## config.mk

```make
export PLATFORM = sky130hd
export DESIGN_NAME = pb_conditioner
export DESIGN_NICKNAME = d
export VERILOG_FILES = /design/src/rtl/pb_conditioner.sv
export SDC_FILE = /design/constraint.sdc
export NUM_CORES = 1
export LEC_CHECK = 0
export ABC_AREA = 1
export ABC_CLOCK_PERIOD_IN_PS = 1770
export CAP_MARGIN = 20
export CORE_MARGIN = 5
export CORE_UTILIZATION = 60
export DETAILED_ROUTE_END_ITERATION = 7
export PLACE_DENSITY = 0.76
export SYNTH_ARGS = -nofsm -noshare
export SYNTH_HDL_FRONTEND = slang
export SYNTH_SLANG_ARGS = --single-unit
export TNS_END_PERCENT = 1
```

## constraint.sdc

```tcl
create_clock -name CLK_50 -period 1.77 [get_ports CLK_50]
set_input_delay 0.354 -clock CLK_50 [delete_from_list [all_inputs] [get_ports CLK_50]]
set_output_delay 0.354 -clock CLK_50 [all_outputs]
set_load 0.005 [all_outputs]
```

## src/rtl/pb_conditioner.sv

```systemverilog
// Two-channel pushbutton conditioner: 2-flop sync, debounce FSM, one-cycle press pulse, cross-channel lockout.
// Optional auto-repeat while held is compiled in with `define PB_AUTOREPEAT_EN.
module pb_conditioner #(
  parameter int DEBOUNCE_CYCLES = 500000,
  parameter int CNT_W           = 20,
  parameter int REPEAT_DELAY    = 25000000,
  parameter int REPEAT_PERIOD   = 5000000
) (
  input  logic CLK_50,
  input  logic reset,
  input  logic key_up_n,
  input  logic key_dn_n,
  output logic pb_freq_up,
  output logic pb_freq_dn,
  output logic up_held,
  output logic dn_held
);

  // state     | meaning
  // IDLE      | released, waiting for a pressed sample
  // PRESS_CHK | counting consecutive pressed samples
  // HELD      | debounced pressed
  // REL_CHK   | counting consecutive released samples
  typedef enum logic [1:0] {
    IDLE      = 2'd0,
    PRESS_CHK = 2'd1,
    HELD      = 2'd2,
    REL_CHK   = 2'd3
  } state_t;

  localparam logic [CNT_W-1:0] CNT_LAST = CNT_W'(DEBOUNCE_CYCLES - 1);

  if ((DEBOUNCE_CYCLES < 1) || ((64'd1 << CNT_W) <= 64'(DEBOUNCE_CYCLES))) begin : g_bad_cnt_w
    $error("pb_conditioner: CNT_W too narrow for DEBOUNCE_CYCLES");
  end
  if ((REPEAT_PERIOD < 1) || (REPEAT_PERIOD > REPEAT_DELAY)) begin : g_bad_repeat
    $error("pb_conditioner: REPEAT_PERIOD must be in 1..REPEAT_DELAY");
  end

  // Channel 0 = up, channel 1 = down.
  logic [1:0]       sync1_q, sync2_q;
  logic [1:0]       key_act;
  state_t           state_q [2];
  state_t           state_d [2];
  logic [CNT_W-1:0] cnt_q [2];
  logic [CNT_W-1:0] cnt_d [2];
  logic [1:0]       enter_held;
  logic [1:0]       rpt_fire;
  logic [1:0]       held_q, held_d;
  logic [1:0]       pulse_q, pulse_d;

  assign key_act = ~sync2_q;

  always_comb begin
    enter_held = '0;
    for (int i = 0; i < 2; i++) begin
      state_d[i] = state_q[i];
      cnt_d[i]   = cnt_q[i];
      case (state_q[i])
        IDLE: begin
          cnt_d[i] = '0;
          if (key_act[i]) state_d[i] = PRESS_CHK;
        end
        PRESS_CHK: begin
          if (!key_act[i]) begin
            state_d[i] = IDLE;
            cnt_d[i]   = '0;
          end else if (cnt_q[i] == CNT_LAST) begin
            state_d[i]    = HELD;
            cnt_d[i]      = '0;
            enter_held[i] = 1'b1;
          end else begin
            cnt_d[i] = cnt_q[i] + CNT_W'(1);
          end
        end
        HELD: begin
          cnt_d[i] = '0;
          if (!key_act[i]) state_d[i] = REL_CHK;
        end
        REL_CHK: begin
          if (key_act[i]) begin
            state_d[i] = HELD;
            cnt_d[i]   = '0;
          end else if (cnt_q[i] == CNT_LAST) begin
            state_d[i] = IDLE;
            cnt_d[i]   = '0;
          end else begin
            cnt_d[i] = cnt_q[i] + CNT_W'(1);
          end
        end
        default: begin
          state_d[i] = IDLE;
          cnt_d[i]   = '0;
        end
      endcase
    end
  end

`ifdef PB_AUTOREPEAT_EN
  localparam int RPT_W = $clog2(REPEAT_DELAY + 1);
  localparam logic [RPT_W-1:0] RPT_LAST   = RPT_W'(REPEAT_DELAY - 1);
  localparam logic [RPT_W-1:0] RPT_RELOAD = RPT_W'(REPEAT_DELAY - REPEAT_PERIOD);

  logic [RPT_W-1:0] rpt_q [2];
  logic [RPT_W-1:0] rpt_d [2];

  // Only counts while staying in HELD; reloading to DELAY-PERIOD gives the periodic cadence.
  always_comb begin
    rpt_fire = '0;
    for (int i = 0; i < 2; i++) begin
      rpt_d[i] = '0;
      if ((state_q[i] == HELD) && (state_d[i] == HELD)) begin
        if (rpt_q[i] == RPT_LAST) begin
          rpt_fire[i] = 1'b1;
          rpt_d[i]    = RPT_RELOAD;
        end else begin
          rpt_d[i] = rpt_q[i] + RPT_W'(1);
        end
      end
    end
  end

  always_ff @(posedge CLK_50) begin
    for (int i = 0; i < 2; i++) begin
      if (reset) rpt_q[i] <= '0;
      else       rpt_q[i] <= rpt_d[i];
    end
  end
`else
  assign rpt_fire = '0;
`endif

  // A channel may not pulse while the other is held or is becoming held this same cycle.
  always_comb begin
    held_d  = '0;
    pulse_d = '0;
    for (int i = 0; i < 2; i++) begin
      held_d[i]  = (state_d[i] == HELD) || (state_d[i] == REL_CHK);
      pulse_d[i] = (enter_held[i] | rpt_fire[i]) & ~(held_q[1-i] | enter_held[1-i]);
    end
  end

  always_ff @(posedge CLK_50) begin
    if (reset) begin
      sync1_q <= 2'b11;
      sync2_q <= 2'b11;
      held_q  <= '0;
      pulse_q <= '0;
      for (int i = 0; i < 2; i++) begin
        state_q[i] <= IDLE;
        cnt_q[i]   <= '0;
      end
    end else begin
      sync1_q <= {key_dn_n, key_up_n};
      sync2_q <= sync1_q;
      held_q  <= held_d;
      pulse_q <= pulse_d;
      for (int i = 0; i < 2; i++) begin
        state_q[i] <= state_d[i];
        cnt_q[i]   <= cnt_d[i];
      end
    end
  end

  assign pb_freq_up = pulse_q[0];
  assign pb_freq_dn = pulse_q[1];
  assign up_held    = held_q[0];
  assign dn_held    = held_q[1];

endmodule

```

* Word level (Yosys, flattened, before mapping)
Memories as Yosys holds them, arrays and structs flattened.
Index checks and enable logic that the tools add are counted.
** Operators by class
- Mux-type cells :: 35
- Bitwise operators :: 11
- Reductions and logical operators :: 6
- Equality and inequality tests :: 12
- Add/subtract/negate cells :: 2
** Operators with widths (number)
- $mux 20 :: 8
- $pmux 20 s3 :: 2
- $add 20x1->20 const B :: 2
- $eq 20x19->1 const B :: 2
- $mux 2 :: 14
- $eq 2x2->1 const B :: 8
- $pmux 2 s4 :: 2
- $mux 1 :: 9
- $or 1x1->1 :: 6
- $eq 2x1->1 const B :: 2
- $logic_not 2->1 :: 2
- $reduce_or 2->1 :: 2
- $and 1x1->1 :: 2
- $logic_or 1x1->1 :: 2
- $not 1->1 :: 2
- $not 2->2 :: 1
** Word-level totals
- Register bits :: 8
- Output and inout bits :: 4
- Input port bits :: 4
- Memories kept :: 2
- Word-level logic and storage cells :: 72
- Memory bits (writable) :: 44
** Memories
- cnt_q :: words 2, width 20, read ports 2, clocked after Yosys merged registers in 0, write ports 2, line 45 : logic [CNT_W-1:0] cnt_q [2];
- state_q :: words 2, width 2, read ports 2, clocked after Yosys merged registers in 0, write ports 2, line 43 : state_t state_q [2];

* Logic depth before layout (Yosys ltp)
An unclocked memory read counts as a cell.
- Word-level depth :: 8
- Depth in mapped cells :: 10
- Mapped depth without buffers :: 10

* Worst setup path before layout
Ideal clock, no wire load.
- Kind :: flip-flop to flip-flop
- From :: memory cnt_q[1][0] (netlist: cnt_q[0][20])
- To :: memory cnt_q[1][15] (netlist: cnt_q[0][35])
- Buffers on the path :: 1
- Period minus slack after synthesis :: 1.375 ns
- Setup time :: 0.114 ns
- Path slack :: 0.395 ns
- Cell stages (with the launch flop) :: 8
- Required time :: 1.656 ns
- Arrival time :: 1.260 ns
- Path through :: dfxtp_1 -> ha_1 -> nand2_1 -> nor2_2 -> nand3_2 -> o21ai_4 -> buf_6 -> nor2_1
** RTL lines (line)
- start, declared :: 45

==> results.sh <==
export IMPL_tns_ps=0
export IMPL_place_congestion=0.802
export IMPL_synth_cell_types=25
export IMPL_pin_count=8
export IMPL_ir_worst_vdd_mv=0.601
export IMPL_cts_sinks=50
export IMPL_start_util_pct=61.3
export IMPL_grt_setup_unrepaired="false"
export IMPL_syn_nets=348
export IMPL_std_cell_rows=23
export IMPL_syn_cell_area_mm2=0.00244
export IMPL_hp_start="sync1_q[0]"
export IMPL_final_period_utilization_pct=90.5
export IMPL_worst_slack_ps=168
export IMPL_synthToLayoutAreaGrowth_pct=9.14
export IMPL_cp_end_kind="output port"
export IMPL_yosysTopAreaCell="dfxtp_1"
export IMPL_grt_ovfl_total=0
export IMPL_fmax_mhz=624
export IMPL_critPathSlowestCell="clkdlybuf4s50_1"
export IMPL_min_path_type="reg -> reg"
export IMPL_crit_buf_inv=1
export IMPL_grtUsageTotal_pct=17.8
export IMPL_max_stage_delay_ps=530
export IMPL_vias=1995
export IMPL_r2r_end="cnt_q[0][36]"
export IMPL_crit_path_start="state_q[0][1]"
export IMPL_cts_hold_buf=0
export IMPL_cts_resized=0
export IMPL_drt_iter0_markers=130
export IMPL_status="completed"
export IMPL_grt_max_degree=18
export IMPL_clock_skew_ps=17.4
export IMPL_first_pass_iters=4
export IMPL_leakage_nw=0.973
export IMPL_die_area_mm2=0.00543
export IMPL_worst_pin_slew_ps=461
export IMPL_cts_tree="yes"
export IMPL_async_flop_share_pct=0
export IMPL_dieHeight_um=73.7
export IMPL_fin_crit_ps=1600
export IMPL_ys_ff_latch=50
export IMPL_seq_area_frac_synth_pct=41.1
export IMPL_setup_viol=0
export IMPL_crit_family="buffers and inverters"
export IMPL_synth_top_cell_area_share_pct=41.1
export IMPL_drt_wl_total_um=4260
export IMPL_dp_worst_setup_slack_ps=59.0
export IMPL_cts_root_buf="clkbuf_8"
export IMPL_h_tree_depth=2
export IMPL_synth_area_per_cell_um2=7.12
export IMPL_die_w_um=73.7
export IMPL_hpwlAfterDp_um=3150
export IMPL_criticalPathCategory="reg -> out"
export IMPL_arrival_ps=1250
export IMPL_path_max_fanout=6
export IMPL_fillCellCount=365
export IMPL_postPlaceCellArea_mm2=0.00254
export IMPL_antenna_cells=0
export IMPL_total_power_mw=1.81
export IMPL_postLayoutCellArea_mm2=0.00266
export IMPL_cp_cell_sequence="clkdlybuf4s50_1"
export IMPL_required_ps=1420
export IMPL_cap_violations=0
export IMPL_synth_edff_count=0
export IMPL_relSlewSlack_pct=69.1
export IMPL_syn_inst=342
export IMPL_r2r_cells=6
export IMPL_cts_buffers=5
export IMPL_vias_per_cell=4.88
export IMPL_io_buffers=7
export IMPL_yosys_warnings=0
export IMPL_slew_violations=0
export IMPL_grt_pass1_vias=1866
export IMPL_layout_drive_gt1_share_pct=12.0
export IMPL_core_mm2=0.00397
export IMPL_grt_pass1_wl_um=7710
export IMPL_routedWlPerCell_um=10.4
export IMPL_final_hold_viol_count=0
export IMPL_drc=0
export IMPL_whs_endpoint="sync2_q[0]"
export IMPL_p_per_area_mw_per_mm2=680
export IMPL_rrSetupSlack_ps=230
export IMPL_synth_ff_type="dfxtp_1"
export IMPL_reg2reg_from="cnt_q[0][20]"
export IMPL_yosys_top_cells_area="dfxtp_1 41%, nor2_1 12%, nand2_1 10%, inv_1 6.5%, xor2_1 5.8%"
export IMPL_utilization_pct=67.0
export IMPL_start_kind="flip-flop"
export IMPL_synth_most_common_cell="nor2_1"
export IMPL_final_antenna_net_count=0
export IMPL_fin_nets=364
export IMPL_holdPathStages=1
export IMPL_synth_common_cells="79 x nor2_1, 68 x nand2_1, 50 x dfxtp_1"
export IMPL_clk_latency_ps=310
export IMPL_clockBufferDepth=2
export IMPL_clk_pin_slew_ps=90
export IMPL_antenna_found_initial=0
what timing repair did:
action / CTS / global route
setup endpoints to repair: 0 / 4
buffers inserted: 0 / 4
hold endpoints to repair: 0 / 0
metrics by stage:
| stage | hold WS, ps | instances |
|---|---|---|
| after floorplan | 389 | 342 |
| after global routing | 434 | 409 |
| after detailed placement | 396 | 397 |
| final | 416 | 409 |
| after global placement | 392 | 397 |
| after CTS | 417 | 405 |
cells in the final DEF, fill, tap and decap left out, types with 3 or more instances in the layout:
cell / n
nand4_1: 8
nor2_2: 5
nand2_2: 6
inv_1: 42
a21oi_1: 5
dfxtp_1: 50
o21ai_0: 4
nor3_1: 8
nand2_1: 68
clkbuf_8: 5
xor2_1: 16
clkdlybuf4s50_1: 7
nor2_4: 6
buf_4: 5
nand3b_1: 3
nor2_1: 79
nand3_1: 19
or2_2: 6
worst max path at each step:
stage          cells after the start            to
2_1_floorplan                      7  cnt_q[0][35]
3_3_place_gp                       8  cnt_q[0][36]
3_5_place_dp                       8  cnt_q[0][37]
4_1_cts                            8  cnt_q[0][39]
5_1_grt                            6  cnt_q[0][38]
6_report                           1       up_held
area by class of cell:
type | instances | area, um2 | share of cell area [%]
Sequential cell | 50 | 1000 | 37.6
Timing Repair Buffer | 12 | 108 | 4.05
Clock inverter | 2 | 13.8 | 0.518
Clock buffer | 6 | 72.6 | 2.73
Multi-Input combinational cell | 244 | 1230 | 46.3
Tap cell | 50 | 62.6 | 2.35
Inverter | 45 | 171 | 6.45
power by group:
group	switching, mW	total [mW]	internal, mW	leakage (nW)
logic	0.00988	0.0231	0.0132	0.524
registers	0.00262	1.13	1.13	0.404
clock network	0.374	0.653	0.279	0.0452
logic make-up (layout without fill, tap and decap cells):
group,count (synthesis),count (layout),share of synthesized area (%)
simple gates,212,212,40.0
buf+inv,48,65,8.42
fa+ha+maj,2,2,1.03
compound gates,12,12,3.03
xor+xnor,18,18,6.47
flops,50,50,41.1
registers in the layout, summed over array words and instances, names as in the netlist:
signal	count
cnt_q	40
pulse_q	2
state_q	3
sync1_q	2
sync2_q	2
held_q	1
metal layers:
| metal | share of wire [%] | vias up | wire length, um | global-route usage (%) |
|---|---|---|---|---|
| met2 | 47 | 24 | 2020 | 29.5 |
| met5 | 0 | - | 0 | 0 |
| met4 | 1.8 | 0 | 77 | 7.04 |
| met1 | 48 | 881 | 2030 | 22.0 |
| li1 | - | 1082 | - | - |
| met3 | 3.0 | 8 | 127 | 4.51 |
Note: power is estimated with default switching activity, not from simulation.
